File: src/rtl/mmcm_drp_ctrl.sv
// Reprograms MMCM CLKOUT0 integer divide over DRP (read-modify-write of ClkReg1/ClkReg2).
// Define MMCM_DRP_VERIFY_EN to read both registers back before the MMCM is released.
module mmcm_drp_ctrl #(
    parameter int unsigned LOCK_TIMEOUT = 1000000,
    parameter int unsigned DRP_TIMEOUT  = 64,
    parameter logic [6:0]  REG1_ADDR    = 7'h08,
    parameter logic [6:0]  REG2_ADDR    = 7'h09
) (
    input  logic        clk_10mhz,
    input  logic        rst,
    input  logic        req,
    input  logic [6:0]  divide,
    output logic        busy,
    output logic        done,
    output logic        err,
    output logic [6:0]  drp_daddr,
    output logic        drp_den,
    output logic        drp_dwe,
    output logic [15:0] drp_di,
    input  logic [15:0] drp_do,
    input  logic        drp_drdy,
    output logic        mmcm_rst,
    input  logic        mmcm_locked
);

    localparam int unsigned DrpW  = $clog2(DRP_TIMEOUT + 1);
    localparam int unsigned LockW = $clog2(LOCK_TIMEOUT + 1);
    localparam logic [DrpW-1:0]  DrpLast  = DrpW'(DRP_TIMEOUT - 1);
    localparam logic [DrpW-1:0]  DrpMax   = DrpW'(DRP_TIMEOUT);
    localparam logic [LockW-1:0] LockLast = LockW'(LOCK_TIMEOUT - 1);
    localparam logic [LockW-1:0] LockMax  = LockW'(LOCK_TIMEOUT);

    typedef enum logic [3:0] {
        StIdle,
        StRstOn,
        StRd1,
        StWr1,
        StRd2,
        StWr2,
`ifdef MMCM_DRP_VERIFY_EN
        StVrf1,
        StVrf2,
`endif
        StRstOff,
        StWaitLock
    } state_t;

    state_t           state;
    logic             pending;
    logic [DrpW-1:0]  drp_tmr;
    logic [LockW-1:0] lock_tmr;
    logic [5:0]       high_q;
    logic [5:0]       low_q;
    logic             edge_q;
    logic             nocnt_q;

    logic        div_ok;
    logic [5:0]  low_val;
    logic        ack;
    logic        drp_tmo;
    logic [15:0] wr1_data;
    logic [15:0] wr2_data;

    // True value of divide - high is below 64 for every legal divide, so 6-bit math is exact.
    assign low_val  = divide[5:0] - divide[6:1];
    assign div_ok   = (divide != 7'd0) && (divide != 7'h7f);
    assign ack      = pending && drp_drdy;
    assign drp_tmo  = pending && !drp_drdy && (drp_tmr == DrpLast);
    assign wr1_data = {drp_do[15:12], high_q, low_q};
    assign wr2_data = {drp_do[15:8], edge_q, nocnt_q, drp_do[5:0]};

`ifdef MMCM_DRP_VERIFY_EN
    logic [15:0] wr1_q;
    logic [15:0] wr2_q;
`endif

    always_ff @(posedge clk_10mhz or posedge rst) begin
        if (rst) begin
            state     <= StIdle;
            busy      <= 1'b0;
            done      <= 1'b0;
            err       <= 1'b0;
            drp_den   <= 1'b0;
            drp_dwe   <= 1'b0;
            drp_daddr <= '0;
            drp_di    <= '0;
            mmcm_rst  <= 1'b1;
            pending   <= 1'b0;
            drp_tmr   <= '0;
            lock_tmr  <= '0;
            high_q    <= '0;
            low_q     <= '0;
            edge_q    <= 1'b0;
            nocnt_q   <= 1'b0;
`ifdef MMCM_DRP_VERIFY_EN
            wr1_q     <= '0;
            wr2_q     <= '0;
`endif
        end else begin
            drp_den <= 1'b0;
            drp_dwe <= 1'b0;
            done    <= 1'b0;
            if (ack) pending <= 1'b0;
            if (pending && drp_tmr != DrpMax) drp_tmr <= drp_tmr + 1'b1;

            if (drp_tmo) begin
                pending  <= 1'b0;
                busy     <= 1'b0;
                err      <= 1'b1;
                mmcm_rst <= 1'b0;
                state    <= StIdle;
            end else begin
                unique case (state)
                    StIdle: begin
                        mmcm_rst <= 1'b0;
                        if (req) begin
                            if (div_ok) begin
                                busy     <= 1'b1;
                                err      <= 1'b0;
                                mmcm_rst <= 1'b1;
                                high_q   <= divide[6:1];
                                low_q    <= low_val;
                                edge_q   <= divide[0];
                                nocnt_q  <= (divide == 7'd1);
                                state    <= StRstOn;
                            end else begin
                                err <= 1'b1;
                            end
                        end
                    end
                    StRstOn: begin
                        drp_den   <= 1'b1;
                        drp_daddr <= REG1_ADDR;
                        drp_di    <= '0;
                        pending   <= 1'b1;
                        drp_tmr   <= '0;
                        state     <= StRd1;
                    end
                    StRd1: if (ack) begin
                        drp_den   <= 1'b1;
                        drp_dwe   <= 1'b1;
                        drp_daddr <= REG1_ADDR;
                        drp_di    <= wr1_data;
                        pending   <= 1'b1;
                        drp_tmr   <= '0;
`ifdef MMCM_DRP_VERIFY_EN
                        wr1_q     <= wr1_data;
`endif
                        state     <= StWr1;
                    end
                    StWr1: if (ack) begin
                        drp_den   <= 1'b1;
                        drp_daddr <= REG2_ADDR;
                        drp_di    <= '0;
                        pending   <= 1'b1;
                        drp_tmr   <= '0;
                        state     <= StRd2;
                    end
                    StRd2: if (ack) begin
                        drp_den   <= 1'b1;
                        drp_dwe   <= 1'b1;
                        drp_daddr <= REG2_ADDR;
                        drp_di    <= wr2_data;
                        pending   <= 1'b1;
                        drp_tmr   <= '0;
`ifdef MMCM_DRP_VERIFY_EN
                        wr2_q     <= wr2_data;
`endif
                        state     <= StWr2;
                    end
`ifdef MMCM_DRP_VERIFY_EN
                    StWr2: if (ack) begin
                        drp_den   <= 1'b1;
                        drp_daddr <= REG1_ADDR;
                        drp_di    <= '0;
                        pending   <= 1'b1;
                        drp_tmr   <= '0;
                        state     <= StVrf1;
                    end
                    StVrf1: if (ack) begin
                        if (drp_do != wr1_q) begin
                            busy     <= 1'b0;
                            err      <= 1'b1;
                            mmcm_rst <= 1'b0;
                            state    <= StIdle;
                        end else begin
                            drp_den   <= 1'b1;
                            drp_daddr <= REG2_ADDR;
                            pending   <= 1'b1;
                            drp_tmr   <= '0;
                            state     <= StVrf2;
                        end
                    end
                    StVrf2: if (ack) begin
                        busy     <= (drp_do == wr2_q);
                        err      <= (drp_do != wr2_q);
                        mmcm_rst <= 1'b0;
                        state    <= (drp_do == wr2_q) ? StRstOff : StIdle;
                    end
`else
                    StWr2: if (ack) begin
                        mmcm_rst <= 1'b0;
                        state    <= StRstOff;
                    end
`endif
                    StRstOff: begin
                        lock_tmr <= '0;
                        state    <= StWaitLock;
                    end
                    StWaitLock: begin
                        if (mmcm_locked) begin
                            done  <= 1'b1;
                            busy  <= 1'b0;
                            state <= StIdle;
                        end else if (lock_tmr == LockLast) begin
                            err   <= 1'b1;
                            busy  <= 1'b0;
                            state <= StIdle;
                        end else if (lock_tmr != LockMax) begin
                            lock_tmr <= lock_tmr + 1'b1;
                        end
                    end
                    default: state <= StIdle;
                endcase
            end
        end
    end

endmodule

File: config.mk
export PLATFORM = sky130hd
export DESIGN_NAME = mmcm_drp_ctrl
export DESIGN_NICKNAME = d
export VERILOG_FILES = /design/src/rtl/mmcm_drp_ctrl.sv
export SDC_FILE = /design/constraint.sdc
export NUM_CORES = 1
export LEC_CHECK = 0
export CAP_MARGIN = 40
export CELL_PAD_IN_SITES_DETAIL_PLACEMENT = 1
export CELL_PAD_IN_SITES_GLOBAL_PLACEMENT = 1
export CORE_ASPECT_RATIO = 0.7
export CORE_MARGIN = 8
export CORE_UTILIZATION = 42
export DETAILED_ROUTE_END_ITERATION = 8
export PLACE_DENSITY = 0.8
export SYNTH_ARGS = -nofsm -noshare
export SYNTH_HDL_FRONTEND = slang
export SYNTH_SLANG_ARGS = --single-unit
export TNS_END_PERCENT = 10
File: constraint.sdc
create_clock -name clk_10mhz -period 2.7 [get_ports clk_10mhz]
set_clock_uncertainty 0.2 [all_clocks]
set_input_delay 0.54 -clock clk_10mhz [delete_from_list [all_inputs] [get_ports clk_10mhz]]
set_output_delay 0.54 -clock clk_10mhz [all_outputs]
set_load 0.02 [all_outputs]
==> impl_metrics.tcl, run 1 <==
set metrics [dict create \
    grt_pass1_wl_mm 18.20 \
    crit_chain "clkdlybuf4s50_1 > inv_1 > ha_1 > nor2b_1 > o311ai_0 > a21o_1 > a211oi_1 > a211o_1" \
    crit_fanout 3 \
    seq_area_um2 1728 \
    yosysSeqAreaShare_pct 45.56 \
    layout_min_cycle_time_ns 2.413 \
    hp-class "reg2reg" \
    max_freq_mhz 414.3 \
    hold_viol_final 0 \
    cts-buffers-inserted 9 \
    vias 3270 \
    htree_levels 3 \
    yosys_register_bits 69 \
    rr_startpoint "drp_tmr[0]" \
    area_growth_pct 28.37 \
    cellLeakagePower_nw 2.076 \
    dr_wl_met2_mm 5.149 \
    synth-edff-count 0 \
    nNetsFinal 500 \
    relSlewSlack_pct 43.57 \
    grt_pass1_vias 3420 \
    crit_family "compound AO/OA/AOI/OAI gates" \
    cts_tree "done" \
    wl_met1_mm 5.382 \
    fillers 1015 \
    io_pins 57 \
    die_x_um 129.6 \
    crit_buf_inv 2 \
    num_rows 29 \
    worst_slew_pin_slew_ns 0.8434 \
    cp_slowest_stage_delay_ns 0.50 \
    critPathArrivalTime_ns 2.43 \
    antennaDiodeCount 0 \
    start_util_pct 42.49 \
    syn-instance-count 388 \
    wire_per_inst_um 19.52 \
    cts_setup_buffers 0 \
    wl_met3_um 707 \
    tns_ns 0 \
    synth_cell_type_count 63 \
    highest_layer "met4" \
    ys_warn_count 0 \
    setup_viol 0 \
    root_buffer "clkbuf_16" \
    timing.final.crit_share_pct 89.39 \
    async_flop_share_pct 100.0 \
    layout_common_cells "dfrtp_1, clkdlybuf4s50_1, nand2_1, nor2_1, o21ai_0" \
    endpoint_kind "flop" \
    cts_resized 0 \
    crit_path_start_kind "input pin" \
    min_from "drp_daddr[3]" \
    dp.cells 568 \
    slew_violations 0 \
    post-dp-hpwl_mm 8.356 \
    outcome "finished clean" \
    drtIter0Drc 200 \
    place.port_buffers 49 \
    yosys_most_used_dff "dfrtp_1" \
    grt_max_degree 70 \
    multi_input_area_um2 1881 \
    netlist.area_leader.share_pct 44.87 \
    cts_buffer_depth 2 \
    viasPerCell 5.609 \
    crit_type "in2reg" \
    critPathLaunch "divide[2]" \
    rsz0062_at_grt "false" \
    clk_latency_ns 0.34 \
    cts.sink_count 69 \
    syn_avg_cell_area_um2 9.774 \
    antenna_found_initial 0 \
    ys_top_cells_by_area "dfrtp_1, ha_1, nand2_1" \
    drc 0 \
    worstPathRequired_ns 2.72 \
    drive_gt1_share_pct 13.73 \
    fin_ws_ns 0.2865 \
    hold_buffers 0 \
    mostFrequentLayoutCell "dfrtp_1" \
    grt_usage_pct 19.32 \
    final_cells 583 \
    clk_pin_slew_ns 0.06 \
    synth_area_um2 3792 \
    globalplace.congestion 0.8210 \
    powerDensity_nw_per_um2 962.3 \
    ant_nets 0 \
    pre_cts_ws_ns -0.04376 \
    drt-total-wl_mm 11.38 \
    coreArea_um2 8926 \
    slowest_stage "clkdlybuf4s50_1" \
    ir_drop_mv 0.4667 \
    chipHeight_um 95.50 \
    grt_overflow 0 \
    synth_top_cell_by_area "dfrtp_1" \
    dr.pass1.iters 4 \
    maxCapViolations 0 \
    dieArea_um2 12370 \
]
==> cells in the mapped netlist (2+ instances only) <==
master and instances:
o31ai_1 6, nand4_1 18, nor2b_1 3, a21oi_1 11, nand3_1 9, o21ai_0 27, and3_1 9, a22oi_1 13
dfrtp_1 68, o21ai_1 3, and2_1 3, o21bai_1 2, and4_1 2, xnor2_1 4, inv_1 20, buf_4 5
clkbuf_1 9, nor4_1 3, or3_1 4, nor2_1 30, nand2b_1 4, mux2_2 10, nand2_1 40, buf_2 3
xor2_1 15, a31oi_1 2, nand4b_1 3, or4_1 2, ha_1 16, nand3b_1 2, buf_6 3, nor3_1 7
a211oi_1 2
==> registers in the layout, indices dropped and copies added (netlist names), 2 cells and up <==
register / cells
lock_tmr: 20
drp_di: 16
drp_tmr: 7
high_q: 6
low_q: 6
state: 3
drp_daddr: 2
==> where the power goes <==
group	internal [W]	switching [W]
Clock	0.000898	0.000447
Sequential	0.00133	0.000319
Combinational	0.000734	0.000954
==> per-layer routing <==
layer  GRT usage, %  vias up
met1          25.59     1658
met3          6.425       13
met4          5.101        0
met5              0        -
li1               -     1511
met2          29.81       88
==> worst register-to-register path, delay by kind of cell (launching register included) <==
kind | cells | cell delay [ns]
compound gates | 3 | 0.89
simple gates | 1 | 0.21
buf+inv | 1 | 0.22
fa+ha+maj | 1 | 0.30
flops | 1 | 0.43
==> metrics by stage <==
stage	hold slack (ns)	cell area (µm²)	util [%]	power, W
after floorplan	0.2590	3807	-	0.002609
after global placement	0.2498	4531	50.76	0.003234
after detailed placement	0.2740	4531	50.76	0.003335
after CTS	0.2899	4868	54.54	0.004724
after global routing	0.2950	4868	54.54	0.004945
final	0.2726	4868	54.54	0.004685
==> cell families after synthesis <==
| group | after synthesis | share of synthesized area (%) |
|---|---|---|
| flip-flops | 69 | 45.56 |
| adder cells (fa/ha/maj) | 17 | 5.807 |
| other | 1 | 0.09888 |
| buffers and inverters | 41 | 5.246 |
| AND/OR/NAND/NOR | 149 | 20.88 |
| AO/OA/AOI/OAI | 80 | 14.48 |
| XOR/XNOR | 19 | 4.388 |
| multiplexers | 12 | 3.530 |
==> final timing paths <==
check / depth (start not counted) / endpoint / slack [ns]
max: 8 / low_q[5] / 0.29
min: 1 / drp_daddr[3] / 0.27
max reg2reg: 6 / lock_tmr[5] / 0.34
min reg2reg: 1 / drp_daddr[3] / 0.27
max in group asynchronous: 3 / mmcm_rst / 1.55
min in group asynchronous: 3 / drp_di[14] / 0.39
==> area by class of cell <==
type | count | share of cell area [%]
Clock inverter | 6 | 2.313
Clock buffer | 9 | 4.626
Sequential cell | 69 | 35.49
Inverter | 21 | 1.619
Timing Repair Buffer | 72 | 14.14
Tap cell | 124 | 3.187
Multi-Input combinational cell | 282 | 38.63
No activity file was read; power rests on OpenSTA's default activity.
==> run 2: changes to the inputs <==
Settings changed: CTS_CLUSTER_DIAMETER set to 120, HOLD_SLACK_MARGIN set to 0.12.
==> results of run 2 <==
The final DEF is identical to that of run 1; final timing and power are the same.
